--- src/rtl/atm_pkg.sv ---
// rtl/atm_pkg.sv - shared widths and state encoding for the ATM FSM and account server
package atm_pkg;

  localparam int DEF_BALANCE_WIDTH = 20;
  localparam int DEF_ID_W          = 2;
  localparam int DEF_PIN_W         = 16;

  localparam logic [1:0] FAIL_MAX = 2'd3;

  typedef enum logic [2:0] {
    ST_IDLE     = 3'd0,
    ST_LOOKUP   = 3'd1,
    ST_WAIT_PIN = 3'd2,
    ST_CHECK    = 3'd3,
    ST_SESSION  = 3'd4
  } state_t;

endpackage

--- src/rtl/atm_account_table.sv ---
// rtl/atm_account_table.sv - account balances, PINs, fail counters (locks with ATM_SERVER_LOCKOUT_EN)
module atm_account_table
  import atm_pkg::*;
#(
  parameter int                      BALANCE_WIDTH = DEF_BALANCE_WIDTH,
  parameter int                      ID_W          = DEF_ID_W,
  parameter int                      PIN_W         = DEF_PIN_W,
  parameter logic [BALANCE_WIDTH-1:0] INIT_BALANCE = BALANCE_WIDTH'(1000),
  parameter logic [PIN_W-1:0]        DEFAULT_PIN   = PIN_W'(16'h1234)
) (
  input  logic                     clk,
  input  logic                     rst,
  input  logic [ID_W-1:0]          id,
  output logic [BALANCE_WIDTH-1:0] balance,
  output logic [PIN_W-1:0]         pin,
`ifdef ATM_SERVER_LOCKOUT_EN
  output logic [1:0]               fail_count,
  output logic                     locked,
`endif
  input  logic                     prog_en,
  input  logic [ID_W-1:0]          prog_id,
  input  logic [PIN_W-1:0]         prog_pin,
  input  logic [BALANCE_WIDTH-1:0] prog_balance,
  input  logic                     wb_en,
  input  logic [BALANCE_WIDTH-1:0] wb_balance,
  input  logic                     fail_clr,
  input  logic                     fail_inc
);

  localparam int NUM_ACCOUNTS = 2 ** ID_W;

  logic [BALANCE_WIDTH-1:0] bal_mem  [NUM_ACCOUNTS];
  logic [PIN_W-1:0]         pin_mem  [NUM_ACCOUNTS];
  logic [1:0]               fail_cnt [NUM_ACCOUNTS];

  assign balance = bal_mem[id];
  assign pin     = pin_mem[id];

  // Provisioning only happens in IDLE and writeback only in SESSION, so the
  // two write sources never collide; prog_en is still given priority.
  always_ff @(posedge clk or negedge rst) begin
    if (!rst) begin
      for (int i = 0; i < NUM_ACCOUNTS; i++) begin
        bal_mem[i]  <= INIT_BALANCE;
        pin_mem[i]  <= DEFAULT_PIN;
        fail_cnt[i] <= 2'd0;
      end
    end else begin
      if (prog_en) begin
        bal_mem[prog_id]  <= prog_balance;
        pin_mem[prog_id]  <= prog_pin;
        fail_cnt[prog_id] <= 2'd0;
      end else if (wb_en) begin
        bal_mem[id] <= wb_balance;
      end
      if (fail_clr) begin
        fail_cnt[id] <= 2'd0;
      end else if (fail_inc && (fail_cnt[id] != FAIL_MAX)) begin
        fail_cnt[id] <= fail_cnt[id] + 2'd1;
      end
    end
  end

`ifdef ATM_SERVER_LOCKOUT_EN
  logic [NUM_ACCOUNTS-1:0] lock_mem;

  assign fail_count = fail_cnt[id];
  assign locked     = lock_mem[id];

  always_ff @(posedge clk or negedge rst) begin
    if (!rst) begin
      lock_mem <= '0;
    end else begin
      if (prog_en) begin
        lock_mem[prog_id] <= 1'b0;
      end
      if (fail_inc && (fail_cnt[id] >= FAIL_MAX - 2'd1)) begin
        lock_mem[id] <= 1'b1;
      end
    end
  end
`endif

endmodule

--- src/rtl/atm_account_server.sv ---
// rtl/atm_account_server.sv - bank-side account/PIN responder for the ATM; lockout via ATM_SERVER_LOCKOUT_EN
module atm_account_server
  import atm_pkg::*;
#(
  parameter int                      BALANCE_WIDTH = DEF_BALANCE_WIDTH,
  parameter int                      ID_W          = DEF_ID_W,
  parameter int                      PIN_W         = DEF_PIN_W,
  parameter logic [BALANCE_WIDTH-1:0] INIT_BALANCE = BALANCE_WIDTH'(1000),
  parameter logic [PIN_W-1:0]        DEFAULT_PIN   = PIN_W'(16'h1234)
) (
  input  logic                     clk,
  input  logic                     rst,
  input  logic                     card_valid,
  input  logic [ID_W-1:0]          card_id,
  input  logic                     pin_valid,
  input  logic [PIN_W-1:0]         pin,
  input  logic                     wb_valid,
  input  logic [BALANCE_WIDTH-1:0] wb_balance,
  input  logic                     session_end,
  input  logic                     prog_en,
  input  logic [ID_W-1:0]          prog_id,
  input  logic [PIN_W-1:0]         prog_pin,
  input  logic [BALANCE_WIDTH-1:0] prog_balance,
  output logic [BALANCE_WIDTH-1:0] current_balance,
  output logic                     auth_done,
  output logic                     wrong_psw,
  output logic                     wb_ack,
  output logic                     busy,
  output logic                     locked
);

  state_t state, next_state;

  logic [ID_W-1:0]          id_q, id_d;
  logic [PIN_W-1:0]         pin_q, pin_d;
  logic [BALANCE_WIDTH-1:0] balance_d;
  logic                     auth_d, wrong_d, ack_d, locked_d;

  logic [BALANCE_WIDTH-1:0] tbl_balance;
  logic [PIN_W-1:0]         tbl_pin;
  logic                     tbl_prog, tbl_wb, fail_clr, fail_inc;
`ifdef ATM_SERVER_LOCKOUT_EN
  logic [1:0]               tbl_fail_cnt;
  logic                     tbl_locked;
`endif

  atm_account_table #(
    .BALANCE_WIDTH (BALANCE_WIDTH),
    .ID_W          (ID_W),
    .PIN_W         (PIN_W),
    .INIT_BALANCE  (INIT_BALANCE),
    .DEFAULT_PIN   (DEFAULT_PIN)
  ) u_table (
    .clk          (clk),
    .rst          (rst),
    .id           (id_q),
    .balance      (tbl_balance),
    .pin          (tbl_pin),
`ifdef ATM_SERVER_LOCKOUT_EN
    .fail_count   (tbl_fail_cnt),
    .locked       (tbl_locked),
`endif
    .prog_en      (tbl_prog),
    .prog_id      (prog_id),
    .prog_pin     (prog_pin),
    .prog_balance (prog_balance),
    .wb_en        (tbl_wb),
    .wb_balance   (wb_balance),
    .fail_clr     (fail_clr),
    .fail_inc     (fail_inc)
  );

  always_comb begin
    next_state = state;
    id_d       = id_q;
    pin_d      = pin_q;
    balance_d  = current_balance;
    auth_d     = 1'b0;
    wrong_d    = 1'b0;
    ack_d      = 1'b0;
    locked_d   = 1'b0;
    tbl_prog   = 1'b0;
    tbl_wb     = 1'b0;
    fail_clr   = 1'b0;
    fail_inc   = 1'b0;
    case (state)
      ST_IDLE: begin
        tbl_prog = prog_en;
        if (card_valid) begin
          id_d       = card_id;
          next_state = ST_LOOKUP;
        end
      end
      ST_LOOKUP: begin
        if (session_end) begin
          next_state = ST_IDLE;
          balance_d  = '0;
        end else begin
          balance_d  = tbl_balance;
          next_state = ST_WAIT_PIN;
`ifdef ATM_SERVER_LOCKOUT_EN
          if (tbl_locked) begin
            balance_d  = '0;
            auth_d     = 1'b1;
            wrong_d    = 1'b1;
            locked_d   = 1'b1;
            next_state = ST_IDLE;
          end
`endif
        end
      end
      ST_WAIT_PIN: begin
        if (session_end) begin
          next_state = ST_IDLE;
          balance_d  = '0;
        end else if (pin_valid) begin
          pin_d      = pin;
          next_state = ST_CHECK;
        end
      end
      ST_CHECK: begin
        if (session_end) begin
          next_state = ST_IDLE;
          balance_d  = '0;
        end else if (pin_q == tbl_pin) begin
          auth_d     = 1'b1;
          fail_clr   = 1'b1;
          next_state = ST_SESSION;
        end else begin
          auth_d     = 1'b1;
          wrong_d    = 1'b1;
          fail_inc   = 1'b1;
          next_state = ST_WAIT_PIN;
`ifdef ATM_SERVER_LOCKOUT_EN
          if (tbl_fail_cnt >= FAIL_MAX - 2'd1) begin
            locked_d   = 1'b1;
            balance_d  = '0;
            next_state = ST_IDLE;
          end
`endif
        end
      end
      ST_SESSION: begin
        if (wb_valid) begin
          tbl_wb    = 1'b1;
          balance_d = wb_balance;
          ack_d     = 1'b1;
        end
        // Ending the session clears the visible balance even if a writeback commits.
        if (session_end) begin
          next_state = ST_IDLE;
          balance_d  = '0;
        end
      end
      default: next_state = ST_IDLE;
    endcase
  end

  always_ff @(posedge clk or negedge rst) begin
    if (!rst) begin
      state           <= ST_IDLE;
      id_q            <= '0;
      pin_q           <= '0;
      current_balance <= '0;
      auth_done       <= 1'b0;
      wrong_psw       <= 1'b0;
      wb_ack          <= 1'b0;
      busy            <= 1'b0;
      locked          <= 1'b0;
    end else begin
      state           <= next_state;
      id_q            <= id_d;
      pin_q           <= pin_d;
      current_balance <= balance_d;
      auth_done       <= auth_d;
      wrong_psw       <= wrong_d;
      wb_ack          <= ack_d;
      busy            <= (next_state != ST_IDLE);
      locked          <= locked_d;
    end
  end

endmodule

--- config.mk ---
export PLATFORM = sky130hd
export DESIGN_NAME = atm_account_server
export DESIGN_NICKNAME = d
export VERILOG_FILES = /design/src/rtl/atm_pkg.sv /design/src/rtl/atm_account_table.sv /design/src/rtl/atm_account_server.sv
export SDC_FILE = /design/constraint.sdc
export NUM_CORES = 1
export LEC_CHECK = 0
export CAP_MARGIN = 10
export CORE_ASPECT_RATIO = 1.4
export CORE_UTILIZATION = 56
export DETAILED_ROUTE_END_ITERATION = 10
export GPL_TIMING_DRIVEN = 0
export PLACE_DENSITY = 0.84
export SLEW_MARGIN = 20
export SYNTH_ARGS = -nofsm -noshare
export SYNTH_HDL_FRONTEND = slang
export SYNTH_SLANG_ARGS = --single-unit
--- constraint.sdc ---
create_clock -name clk -period 2.3 [get_ports clk]
set_input_delay 0.23 -clock clk [delete_from_list [all_inputs] [get_ports clk]]
set_output_delay 0.23 -clock clk [all_outputs]
set_load 0.02 [all_outputs]
==> results by group <==
Detailed routing
  • Via density: 6.812
  • Final wirelength: 25380 microns
  • DRT iter0 DRCs: 706
  • ANT nets after route: 0
  • Via Count: 6894
  • Wire length per cell: approximately 25 microns
  • Post-route DRC: 0
  • Detailed Routing Iterations Pass 1: 7

Critical path
  • Worst Path Buf+Inv: 2
  • Startpoint class of the critical path: flop
  • Setup crit end kind: flop
  • Reg-to-Reg End: pin_q[8]
  • R2r worst-path depth: 5
  • Worst Path Required: ~2600 ps
  • Critical Setup Path Class: reg -> reg
  • CP arrival: 2550 ps
  • Crit path max-delay cell type: clkbuf_1
  • Flop-to-flop setup slack: 70 ps
  • Reg2reg start: state[2]
  • CP Depth: 5
  • Family with the most delay on the worst path: buffers and inverters
  • CP peak stage delay: 640 ps
  • Critical path fanouts, max: 10
  • Crit-path cells: buf_2, nor2_1, nand4b_1, clkbuf_1, mux2_2

Timing
  • Part of the cycle the worst path needs: a little over nine tenths
  • Final hold viol count: 0
  • Setup_tns: 0 ps
  • Final setup skew: roughly 14 ps
  • Highest Clock Rate: 0.4488 GHz
  • Fin crit period: 2228 ps
  • Max-slew headroom: 46.34%
  • Worst hold slack: ~400 ps
  • RSZ-0062 raised after global routing: false
  • Final setup violation count: 0
  • Worst slew pin tran: 804.8 ps
  • Fin. max-slew vios: 0

Floorplanning
  • Die area: 16680 sq um
  • Standard-cell rows: 54
  • Die width: 109.4 microns
  • Ports: 108
  • Die Height: 152.4 microns
  • Starting Density: 57.74%
  • CORE AREA: about 16000 sq um

Power and ir drop
  • PD cells: 1186 nW/um^2
  • Total power: between 10000 and 15000 uW
  • Maximum VDD drop: about 0.00070 V
  • Leakage: 0.004471 uW

Synthesis
  • Most used DFF post-synth: dfrtp_1
  • #FFs+latches synth: approximately 190
  • FFs w/ async S/R, synth: between 90% and 100%
  • Most frequent cells after synthesis: 145 x dfrtp_1, 102 x mux2_2, 81 x a22oi_1
  • EDFF count, synth: 0
  • Distinct cells, synth: 37
  • Most common cell in the netlist: dfrtp_1
  • Syn Nets: 755
  • Ys Warns: 0
  • Mapped Area: 9051 sq um
  • Synth area leader: dfrtp_1
  • Mean Syn Cell Area: 13.47 sq um
  • Share of the synthesized area in the top cell type: 40.09%
  • Cell count after synthesis: 672
  • Main area contributors after synthesis: dfrtp_1 40%, dfstp_2 13%, mux2_2 13%
  • Seq/Total Area, Yosys: between 50 and 60%

Global route
  • Largest net degree at the start of global routing: ~110
  • Met1 usage: 38.86%
  • Met3 Resource Use GR: 6.416%
  • Number of global-route vias before repair: approximately 7400
  • First-pass GRT wire length: ~40000 microns
  • Routing usage on met2: 53.94%
  • Congestion Overflow GR: 0
  • Initial antenna violation count: 0
  • Global Route Usage Sum: 32.07%
  • Most Crowded Layer GR: met2

Placed design
  • Number of port buffers: 106
  • DP HPWL: 17030 microns
  • Placed instance count: 975
  • RD Place Congestion: 0.8998

Min path
  • Worst Hold Launch: pin[0]
  • Hold path depth: 2
  • Hold worst-path end: pin_q[0]
  • Hold/Removal Path Class: in -> reg

Run status
  • Status: finished clean

Finish
  • Fillers: 1062
  • Layout cells sized above 1: around a third
  • Syn-to-layout area delta: 22.44%
  • # nets final: 886
  • N_diodes: 0
  • Register area: 4785 sq um
  • Core Util, Final: a little over two thirds
  • Area of the multi-input gates: 3948 sq um
  • Non-filler cells, final: 1012

Clock tree
  • Clk sinks: 189
  • Cts bufs inserted: 17
  • Clk Latency, worst-skew pair: 440 ps
  • H-tree levels: 4
  • CTS tree: yes
  • Max Buffers Root-to-Sink: 2
  • Reg clk slew, reported paths: 70 ps
  • Root buf cell: clkbuf_16

Job
  • MaxCap Viol Count: 0
layout make-up:
class	instances	area share (%)
inverters	2	0.06774
repair buffers	112	10.34
plain buffers	60	3.308
well taps	196	2.213
clock buffers	22	4.369
clock inverters	10	0.9032
multi-input cells	421	35.62
flip-flops and latches	189	43.17
logic make-up after synthesis:
family / Yosys count / share of synthesized area [%]
flops: 189 / 52.86
xor+xnor: 16 / 1.548
compound gates: 192 / 15.72
buf+inv: 62 / 3.732
other cells: 1 / 0.04143
simple gates: 73 / 3.926
mux: 139 / 22.17
per-stage QoR:
step	instance area, sq um	worst slack [ps]
6_report	11080	72.01
5_1_grt	11080	3.967
4_1_cts	11050	9.702
3_5_place_dp	10390	-423.5
3_3_place_gp	10360	-6109
2_1_floorplan	9051	227.0
report_power, final:
part           internal [uW]  leakage [uW]  total, uW  switching, uW
sequential              4900       0.00226       5720            824
combinational           2480       0.00192       4480           2010
clock                   1620      0.000288       2940           1320
total                   9000       0.00447      13100           4150
registers in the layout, summed over array words and instances, names as in the netlist, 2 cells and up:
name and flops:
id_q 2, state 3, pin_q 16, u_table.bal_mem 80
current_balance 20, u_table.pin_mem 64
placed cells by master (no fill, tap or decap), drive strengths merged, types with 6 or more instances in the layout:
cell type	n
a32o	20
a22oi	81
buf	35
o2bb2ai	40
dfstp	44
nand2	48
inv	6
xnor2	16
mux4	36
dfrtp	145
clkbuf	52
mux2	102
clkdlybuf4s50	105
nor2	9
o21ai	46
layer usage:
layer  vias up  routed length (microns)  part of all wire, %
met5         -                        0                    0
met3       119                     2208                  8.7
met2       495                    13270                   52
met1      3425                     8854                   35
li1       2855                        -                    -
met4         0                     1050                  4.1
repair_timing:
item                                   4_1_cts  5_1_grt
endpoints found under the hold margin       76        0
buffers inserted                             4        0
gates resized for setup                      8       31
pin swaps                                    1        4
hold buffers                                 1        0
setup endpoints to repair                   87       91
worst max-delay path by stage:
stage                           to     start  slack [ps]
2_1_floorplan  u_table.pin_mem[54]  state[2]         230
3_3_place_gp   u_table.pin_mem[26]       rst       -6110
3_5_place_dp   u_table.bal_mem[45]   prog_en        -420
4_1_cts        u_table.bal_mem[18]  state[0]          10
5_1_grt         u_table.pin_mem[6]  state[0]           4
6_report                  pin_q[8]  state[2]          70
Note: power is estimated with default switching activity, not from simulation.
